## src/rtl/mcse_gpio_pkt_responder.sv

```systemverilog
// mcse_gpio_pkt_responder
// Target-side endpoint for the boot controller's GPIO register packet stream.
// Incoming packets are buffered in a small FIFO and decoded into reads/writes
// on a local register bank. Every read returns a response packet.
// Optional build macro: MCSE_PKT_LOCK_EN makes bit 0 of register 0 a
// write-once lock that blocks all later register writes until reset.
module mcse_gpio_pkt_responder #(
    parameter int gpio_AW    = 32,
    parameter int gpio_PW    = 2*gpio_AW+40,
    parameter int NREGS      = 8,
    parameter int FIFO_DEPTH = 2
) (
    input  logic                       clk,
    input  logic                       rst,
    input  logic                       access_in,
    input  logic [gpio_PW-1:0]         packet_in,
    output logic                       wait_out,
    output logic                       access_out,
    output logic [gpio_PW-1:0]         packet_out,
    input  logic                       wait_in,
    output logic [NREGS*gpio_AW-1:0]   reg_q,
    output logic                       err_sticky,
    output logic [7:0]                 err_count
);

    localparam int IDX_W = $clog2(NREGS);
    localparam int PTR_W = (FIFO_DEPTH > 1) ? $clog2(FIFO_DEPTH) : 1;
    localparam int CNT_W = PTR_W + 1;
    localparam int SRC_W = gpio_PW - 2*gpio_AW - 8;

    typedef enum logic [1:0] {IDLE, EXEC, RESP} state_t;

    state_t state, state_next;

    logic [gpio_PW-1:0] fifo_mem [FIFO_DEPTH];
    logic [PTR_W-1:0]   wr_ptr, rd_ptr;
    logic [CNT_W-1:0]   fifo_count, count_next;
    logic               push, pop, fifo_empty;

    logic [gpio_PW-1:0] hold_pkt;
    logic [gpio_PW-1:0] resp_pkt;
    logic [gpio_AW-1:0] regs [NREGS];

    logic               hold_write;
    logic [4:0]         hold_ctrl;
    logic [gpio_AW-1:0] hold_dst;
    logic [gpio_AW-1:0] hold_data;
    logic [SRC_W-1:0]   hold_src;
    logic [IDX_W-1:0]   hold_idx;
    logic               in_range;
    logic               locked;
    logic [gpio_AW-1:0] rd_val;
    logic               exec_active, resp_load, reg_write, err_inc, err_set;
    logic               unused_datamode;

    // Request field decode from the holding register; datamode is ignored.
    assign hold_write      = hold_pkt[0];
    assign hold_ctrl       = hold_pkt[7:3];
    assign hold_dst        = hold_pkt[gpio_AW+7:8];
    assign hold_data       = hold_pkt[2*gpio_AW+7:gpio_AW+8];
    assign hold_src        = hold_pkt[gpio_PW-1:2*gpio_AW+8];
    assign hold_idx        = hold_dst[IDX_W+1:2];
    assign in_range        = (hold_dst[gpio_AW-1:IDX_W+2] == '0);
    assign rd_val          = in_range ? regs[hold_idx] : '0;
    assign unused_datamode = ^hold_pkt[2:1];

`ifdef MCSE_PKT_LOCK_EN
    assign locked = regs[0][0];
`else
    assign locked = 1'b0;
`endif

    // Input acceptance is refused while the registered full flag is up.
    assign push       = access_in && !wait_out;
    assign fifo_empty = (fifo_count == '0);
    assign count_next = fifo_count + CNT_W'(push) - CNT_W'(pop);

    assign reg_write = exec_active && hold_write && in_range && !locked;
    assign err_inc   = exec_active && (!in_range || (hold_write && locked));
    assign err_set   = exec_active && !in_range;

    // FIFO storage, no reset needed since occupancy is tracked separately.
    always_ff @(posedge clk) begin
        if (push) begin
            fifo_mem[wr_ptr] <= packet_in;
        end
    end

    // FIFO pointers, occupancy and the registered full flag.
    always_ff @(posedge clk or negedge rst) begin
        if (!rst) begin
            wr_ptr     <= '0;
            rd_ptr     <= '0;
            fifo_count <= '0;
            wait_out   <= 1'b0;
        end else begin
            if (push) wr_ptr <= wr_ptr + PTR_W'(1);
            if (pop)  rd_ptr <= rd_ptr + PTR_W'(1);
            fifo_count <= count_next;
            wait_out   <= (count_next == CNT_W'(FIFO_DEPTH));
        end
    end

    // Holding register for the packet being executed and the response buffer.
    always_ff @(posedge clk or negedge rst) begin
        if (!rst) begin
            hold_pkt <= '0;
            resp_pkt <= '0;
        end else begin
            if (pop) hold_pkt <= fifo_mem[rd_ptr];
            if (resp_load) begin
                resp_pkt <= {SRC_W'(hold_dst), rd_val, gpio_AW'(hold_src),
                             hold_ctrl, 2'b10, 1'b1};
            end
        end
    end

    // Register bank updates from in-range, unlocked writes.
    always_ff @(posedge clk or negedge rst) begin
        if (!rst) begin
            for (int i = 0; i < NREGS; i++) regs[i] <= '0;
        end else if (reg_write) begin
            regs[hold_idx] <= hold_data;
        end
    end

    // Error reporting: sticky flag for range errors, saturating counter for all rejects.
    always_ff @(posedge clk or negedge rst) begin
        if (!rst) begin
            err_sticky <= 1'b0;
            err_count  <= 8'd0;
        end else begin
            if (err_set) err_sticky <= 1'b1;
            if (err_inc && err_count != 8'hFF) err_count <= err_count + 8'd1;
        end
    end

    // FSM state register.
    always_ff @(posedge clk or negedge rst) begin
        if (!rst) state <= IDLE;
        else      state <= state_next;
    end

    // FSM next-state: writes return straight to IDLE, every read responds.
    always_comb begin
        state_next = state;
        case (state)
            IDLE: if (!fifo_empty) state_next = EXEC;
            EXEC: state_next = hold_write ? IDLE : RESP;
            RESP: if (!wait_in) state_next = IDLE;
            default: state_next = IDLE;
        endcase
    end

    // FSM outputs: pop in IDLE, execute in EXEC, present the response in RESP.
    always_comb begin
        pop         = (state == IDLE) && !fifo_empty;
        exec_active = (state == EXEC);
        resp_load   = (state == EXEC) && !hold_write;
        access_out  = (state == RESP);
    end

    assign packet_out = resp_pkt;

    // Flattened view of the register bank.
    always_comb begin
        reg_q = '0;
        for (int i = 0; i < NREGS; i++) reg_q[i*gpio_AW +: gpio_AW] = regs[i];
    end

endmodule

```

## config.mk

```make
export PLATFORM = sky130hd
export DESIGN_NAME = mcse_gpio_pkt_responder
export DESIGN_NICKNAME = d
export VERILOG_FILES = /design/src/rtl/mcse_gpio_pkt_responder.sv
export SDC_FILE = /design/constraint.sdc
export NUM_CORES = 1
export LEC_CHECK = 0
export ABC_AREA = 1
export ABC_CLOCK_PERIOD_IN_PS = 16440
export CORE_ASPECT_RATIO = 0.6
export CORE_MARGIN = 3
export CORE_UTILIZATION = 33
export DETAILED_ROUTE_END_ITERATION = 8
export GPL_TIMING_DRIVEN = 0
export HOLD_SLACK_MARGIN = 0.15
export REMOVE_ABC_BUFFERS = 1
export SLEW_MARGIN = 20
export SYNTH_ARGS = -nofsm -noshare
export SYNTH_HDL_FRONTEND = slang
export SYNTH_SLANG_ARGS = --single-unit
```

## constraint.sdc

```tcl
create_clock -name clk -period 16.44 [get_ports clk]
set_input_delay 4.932 -clock clk [delete_from_list [all_inputs] [get_ports clk]]
set_output_delay 4.932 -clock clk [all_outputs]
set_load 0.1 [all_outputs]
```

======== Word level (Yosys, flattened, before mapping) ========
Memories as Yosys holds them, arrays and structs flattened. A register that Yosys moved wholly into a read port is not among the register bits.
Cells that the tools add are included.
cells by class
  multiplexer cells ....................... 13
  $add $sub $neg .......................... 5
  bitwise gates (word level) .............. 1
  reduce and logical (&&, ||, !) cells .... 17
  order comparisons ....................... 2
  equal/unequal tests ..................... 6
operators by type and width
  operator                                                    count
  bitwise mux 256 bit                                         1
  two-way mux 32 bit                                          4
  binary-select mux 32 bit (select 3 bit)                     1
  demux 32 bit (select 3 bit)                                 1
  logical NOT 27 bit                                          1
  adder 8 x 1 -> 8 bit, second input constant                 1
  logical AND 1 bit                                           8
  inequality test 8 bit, second input constant                1
  two-way mux 2 bit                                           3
  case mux 2 bit (3 select lines)                             1
  logical NOT 1 bit                                           5
  == test 2 bit, second input constant                        2
  greater-or-equal comparator 4 bit, second input constant    1
  logical NOT 2 bit                                           2
  less-than comparator 4 x 1 -> 1 bit, second input constant  1
  inequality test 2 bit, second input constant                2
  inverter 3 -> 4 bit                                         1
  adder 1 bit, second input constant                          2
  adder 2 x 1 -> 2 bit                                        1
  == test 2 x 1 -> 1 bit, second input constant               1
  two-way mux 1 bit                                           2
  AND reduction 2 bit                                         1
  subtractor 2 x 1 -> 2 bit                                   1
word-level totals
  word-level logic and storage cells ...... 61
  memories kept ........................... 1
  register bits after elaboration ......... 375
  input port bits ......................... 108
  bits in writable memories ............... 208
  output and inout port bits .............. 371
memory list
  memory    depth  bits a word  rd ports  clocked after memory_dff  write ports  RTL line  source
  fifo_mem  2      104          1         1                         1            35        logic [gpio_PW-1:0] fifo_mem [FIFO_DEPTH];

======== Depth between registers and ports, before layout ========
Gate-level depths: netlist (run 1).
  word-level depth ........................ 6
  mapped depth ............................ 11
  gate-level depth less buffers ........... 9

======== Worst setup path after synthesis (run 1) ========
OpenSTA, ideal clock, no wires.
  kind .................................... input-to-reg
  from .................................... input port access_in
  to ...................................... memory fifo_mem[0][0] (netlist name) (enable)
  arrival ................................. 9.291 ns
  required time ........................... 15.876 ns
  stages .................................. 2
  buffers on the path ..................... 0
  path slack .............................. 6.585 ns
  library setup time ...................... 0.564 ns
  cell sequence ........................... nand2_1 -> nor2_1
between the ends
  longest elaborated chain between the ends .. 3
RTL lines
  element                                  RTL line  source
  start, declared                          15        input logic access_in,
  logical AND 1 bit                        74        assign push = access_in && !wait_out;
  two-way mux 1 bit                        84        if (push) begin
  two-way mux 1 bit (not written as such)  85        fifo_mem[wr_ptr] <= packet_in;
  end, declared                            35
No other way between the ends.

======== Worst setup path after layout (run 1) ========
  from .................................... register regs (netlist bit reg_q[184])
  to ...................................... output port reg_q[184]
RTL lines
  element                          RTL line  source
  start, declared                  42        logic [gpio_AW-1:0] regs [NREGS];
  start signal, assigned by index  123       regs[hold_idx] <= hold_data;
  end, declared                    21        output logic [NREGS*gpio_AW-1:0] reg_q,
No word-level cell between the ends.

==> results of run 1 <==
==> cell usage in the layout, fill, tap and decap left out, types with 3 or more instances in the layout <==
cell type / n
bufinv_16: 5
clkinv_1: 3
inv_2: 4
o21ai_1: 20
clkbuf_16: 69
o21ai_0: 85
dfrtp_1: 475
inv_1: 150
nand2_2: 4
nand2_1: 1106
nor2_1: 318
ha_1: 3
nor2_4: 8
inv_8: 3
a31oi_1: 102
buf_2: 7
xor2_1: 4
clkinv_2: 7
nand3_1: 37
buf_12: 35
xnor2_1: 4
nand4_1: 264
buf_16: 22
edfxtp_1: 204
clkbuf_1: 18
inv_4: 5
nand3_4: 8
clkdlybuf4s50_1: 467
buf_8: 9
clkbuf_8: 14
clkinv_8: 3
nand3b_1: 12
==> layout make-up <==
| cell class | instances | area [um^2] | share of cell area (%) |
|---|---|---|---|
| flip-flops and latches | 680 | 18000 | 48.2 |
| multi-input cells | 1983 | 8880 | 23.7 |
| repair buffers | 541 | 6160 | 16.5 |
| clock buffers | 101 | 1990 | 5.31 |
| well taps | 1134 | 1420 | 3.79 |
| inverters | 162 | 641 | 1.71 |
| clock inverters | 24 | 320 | 0.855 |
| diodes | 2 | 5.00 | 0.0134 |
==> layer usage <==
layer	global-route usage (%)	up-vias	routed length, um
li1	-	10800	-
met1	33.1	11300	47400
met3	7.86	129	10500
met5	0	-	0
met2	32.9	944	44200
met4	5.44	0	2070
==> Yosys cell counts <==
master | number | share of area [%]
buf_2 | 64 | 1.1
o21ai_0 | 85 | 1.5
ha_1 | 3 | 0.13
nor2_4 | 2 | 0.079
conb_1 | 1 | 0.013
clkinv_1 | 1 | 0.013
buf_4 | 25 | 0.66
inv_1 | 153 | 2.0
xnor2_1 | 4 | 0.12
nand3b_1 | 12 | 0.32
xor2_1 | 4 | 0.12
or2_2 | 1 | 0.022
edfxtp_1 | 204 | 22
nand2_1 | 1111 | 15
buf_1 | 3 | 0.040
o21bai_1 | 1 | 0.026
nor2_2 | 1 | 0.022
a31oi_1 | 102 | 2.2
nand4_1 | 264 | 5.8
nand2_2 | 1 | 0.022
inv_2 | 8 | 0.11
nor3_2 | 1 | 0.035
nor3_4 | 1 | 0.057
nand3_1 | 45 | 0.79
o21ai_1 | 20 | 0.35
nor2_1 | 324 | 4.3
clkbuf_1 | 142 | 1.9
dfrtp_1 | 476 | 42
==> report_power, final <==
part / switching [mW] / leakage [nW] / internal, mW / total (mW)
sequential: 0.288 / 8.12 / 2.10 / 2.39
combinational: 1.94 / 7.42 / 0.669 / 2.61
clock: 0.702 / 1.13 / 0.928 / 1.63
==> cells by family (layout without fill, tap and decap cells) <==
logic type	after synthesis	after routing	synth area share (%)
other cells	1	3	0.0132
simple gates	1763	1763	26.1
fa+ha+maj	3	3	0.132
compound gates	208	208	4.12
flops	680	680	63.5
buf+inv	396	828	5.85
xor+xnor	8	8	0.247
==> flip-flops by register name, summed over array words and instances (netlist names) <==
name and cells:
reg_q 256, fifo_mem 204, hold_pkt 102, packet_out 102, err_count 8, fifo_count 2, state 2, err_sticky 1
rd_ptr 1, wait_out 1, wr_ptr 1
==> stage by stage <==
step / utilization, % / total power, mW / std cells
floorplan: - / 3.97 / 2825
global placement: 39.7 / 4.93 / 4434
detailed placement: 41.7 / 5.03 / 4500
CTS: 44.4 / 6.68 / 4625
global route: 44.4 / 6.99 / 4627
finish: 44.4 / 6.63 / 4627
==> worst max path at each step <==
stage | startpoint | end | slack (ns)
after detailed placement | access_in | fifo_mem[0][83]$_DFFE_PP_ | 9.29
after global routing | state[0]$_DFFE_PN0P_ | access_out | 8.96
final | reg_q[184]$_DFFE_PN0P_ | reg_q[184] | 9.03
after CTS | state[0]$_DFFE_PN0P_ | access_out | 8.97
after global placement | rst | packet_out[26]$_DFFE_PN0P_ | -12.62
after floorplan | state[1]$_DFFE_PN0P_ | reg_q[0]$_DFFE_PN0P_ | 4.14
==> impl_metrics.csv, run 1 <==
group,metric,value,unit
clocking,tritoncts,"built",
worst_setup_path,path_cells,"clkdlybuf4s50_1",
sta,min_period,7.41,ns
sta,final_hold_viol_count,0,
route,first_pass_iters,6,
sta,slew_viol_final,0,
global_routing,grt_max_degree,117,
global_routing,grt_pass1_vias,21800,
clocking,clk_path_buf_depth,3,
layout,area_growth,31.9,%
worst_setup_path,reg2reg_depth,6,
synthesis,synth_seq_cells,680,
route,drtIter0Drc,2050,
min_path,hold_class,"register to register",
floorplanning,rows,82,
placed_design,dp_slack,9.29,ns
placed_design,place_area,35200,um^2
route,via_count,23300,
worst_setup_path,cp_slowest_stage_delay,1.22,ns
run,cap_violations,0,
placed_design,port_buffers,475,
layout,drive_gt1_share,6.22,%
clocking,cts-root-buf,"clkbuf_16",
global_routing,gr-total-overflow,0,
worst_setup_path,worstPathArrival,2.48,ns
sta,fmax,135,MHz
global_routing,grt_pass1_wl,152,mm
sta,setup_slack,9.03,ns
synthesis,syn_area_per_cell,9.28,um^2
floorplanning,dieArea,89700,um^2
clocking,path_clk_slew,0.06,ns
worst_setup_path,end_kind,"primary output",
worst_setup_path,r2r_start,"hold_pkt[10]$_DFFE_PN0P_",
sta,tightest_slew,1.15,ns
sta,slew_headroom,22.8,%
worst_setup_path,crit_cells,1,
clocking,postCtsHoldBufs,0,
min_path,min_from,"hold_pkt[92]$_DFFE_PN0P_",
clocking,clkSinkCount,680,
min_path,min_to,"packet_out[28]$_DFFE_PN0P_",
global_routing,groute.usage.overall,22.9,%
route,drt-total-wl,104,mm
worst_setup_path,reg2reg_to,"reg_q[51]$_DFFE_PN0P_",
synthesis,ys_warn_count,0,
floorplanning,initial_core_util,33.7,%
sta,fin_worst_skew,0.0237,ns
clocking,clkLatencyLatePin,0.63,ns
sta,rsz0062_at_grt,"no",
sta,period_share,45.1,%
pwr,p_per_area,177,nW/um^2
worst_setup_path,r2r_slack,12.96,ns
clocking,cts_inserted_buffers,68,
placed_design,dp_hpwl,67.3,mm
sta,setup-tns-final,0,ns
sta,worst_hold_slack,0.470,ns
synthesis,synth-seq-area-share,63.5,%
layout,final_nets,3547,
floorplanning,boundaryPins,479,
floorplanning,core_area,84300,um^2
synthesis,netlist_instances,3059,
clocking,cts_resized,0,
route,ant_nets,0,
worst_setup_path,critPathKind,"register to primary output",
worst_setup_path,cp_top_family,"buffers and inverters",
clocking,post-cts-setup-buffer-count,0,
worst_setup_path,cp_slowest_cell,"clkdlybuf4s50_1",
clocking,htreeDepth,3,
floorplanning,die_y,233,um
sta,setup_violations,0,
layout,final_area,37500,um^2
pwr,ir_drop,0.000144,V
worst_setup_path,cp_max_fo,3,
placed_design,globalplace.congestion,0.778,
global_routing,antenna_found_initial,6,
synthesis,mappedNetlistArea,28400,um^2
floorplanning,die_w,385,um
layout,fillerInstances,8098,
route,drc,0,
worst_setup_path,cp.buffers_inverters,1,
route,viasPerCell,5.03,
worst_setup_path,crit_required,11.51,ns
synthesis,ys_types,28,
min_path,holdPathStages,2,
run_status,run_status,"finished clean",
pwr,p_leak,16.7,nW
route,wl_per_cell,22.5,um
worst_setup_path,start_kind,"register",
Power figures use the tool's default switching activity.
==> run 2, diff against run 1 <==
ABC_CLOCK_PERIOD_IN_PS = 6100   (was 16440)
clock period = 6.1 ns   (was 16.44 ns; I/O delays follow)
==> results of run 2 <==
Same layout as run 1 (identical final DEF). Status: finished clean.
Among the figures that moved: setup slack after placement 9.29 ns -> 2.05 ns; setup slack after layout 9.03 ns -> 1.79 ns; register-to-register setup slack 12.96 ns -> 2.62 ns; total power 6.63 mW -> 17.9 mW; worst IR drop on VDD 0.000144 V -> 0.000389 V
==> run 3, diff against run 2 <==
ABC_CLOCK_PERIOD_IN_PS = 4500   (was 6100)
clock period = 4.5 ns   (was 6.1 ns; I/O delays follow)
==> results of run 3 <==
Same layout as run 1 (identical final DEF). Status: finished clean.
Among the figures that moved: setup slack after placement 9.29 ns -> 0.935 ns; setup slack after layout 9.03 ns -> 0.673 ns; register-to-register setup slack 12.96 ns -> 1.02 ns; total power 6.63 mW -> 24.2 mW; worst IR drop on VDD 0.000144 V -> 0.000527 V
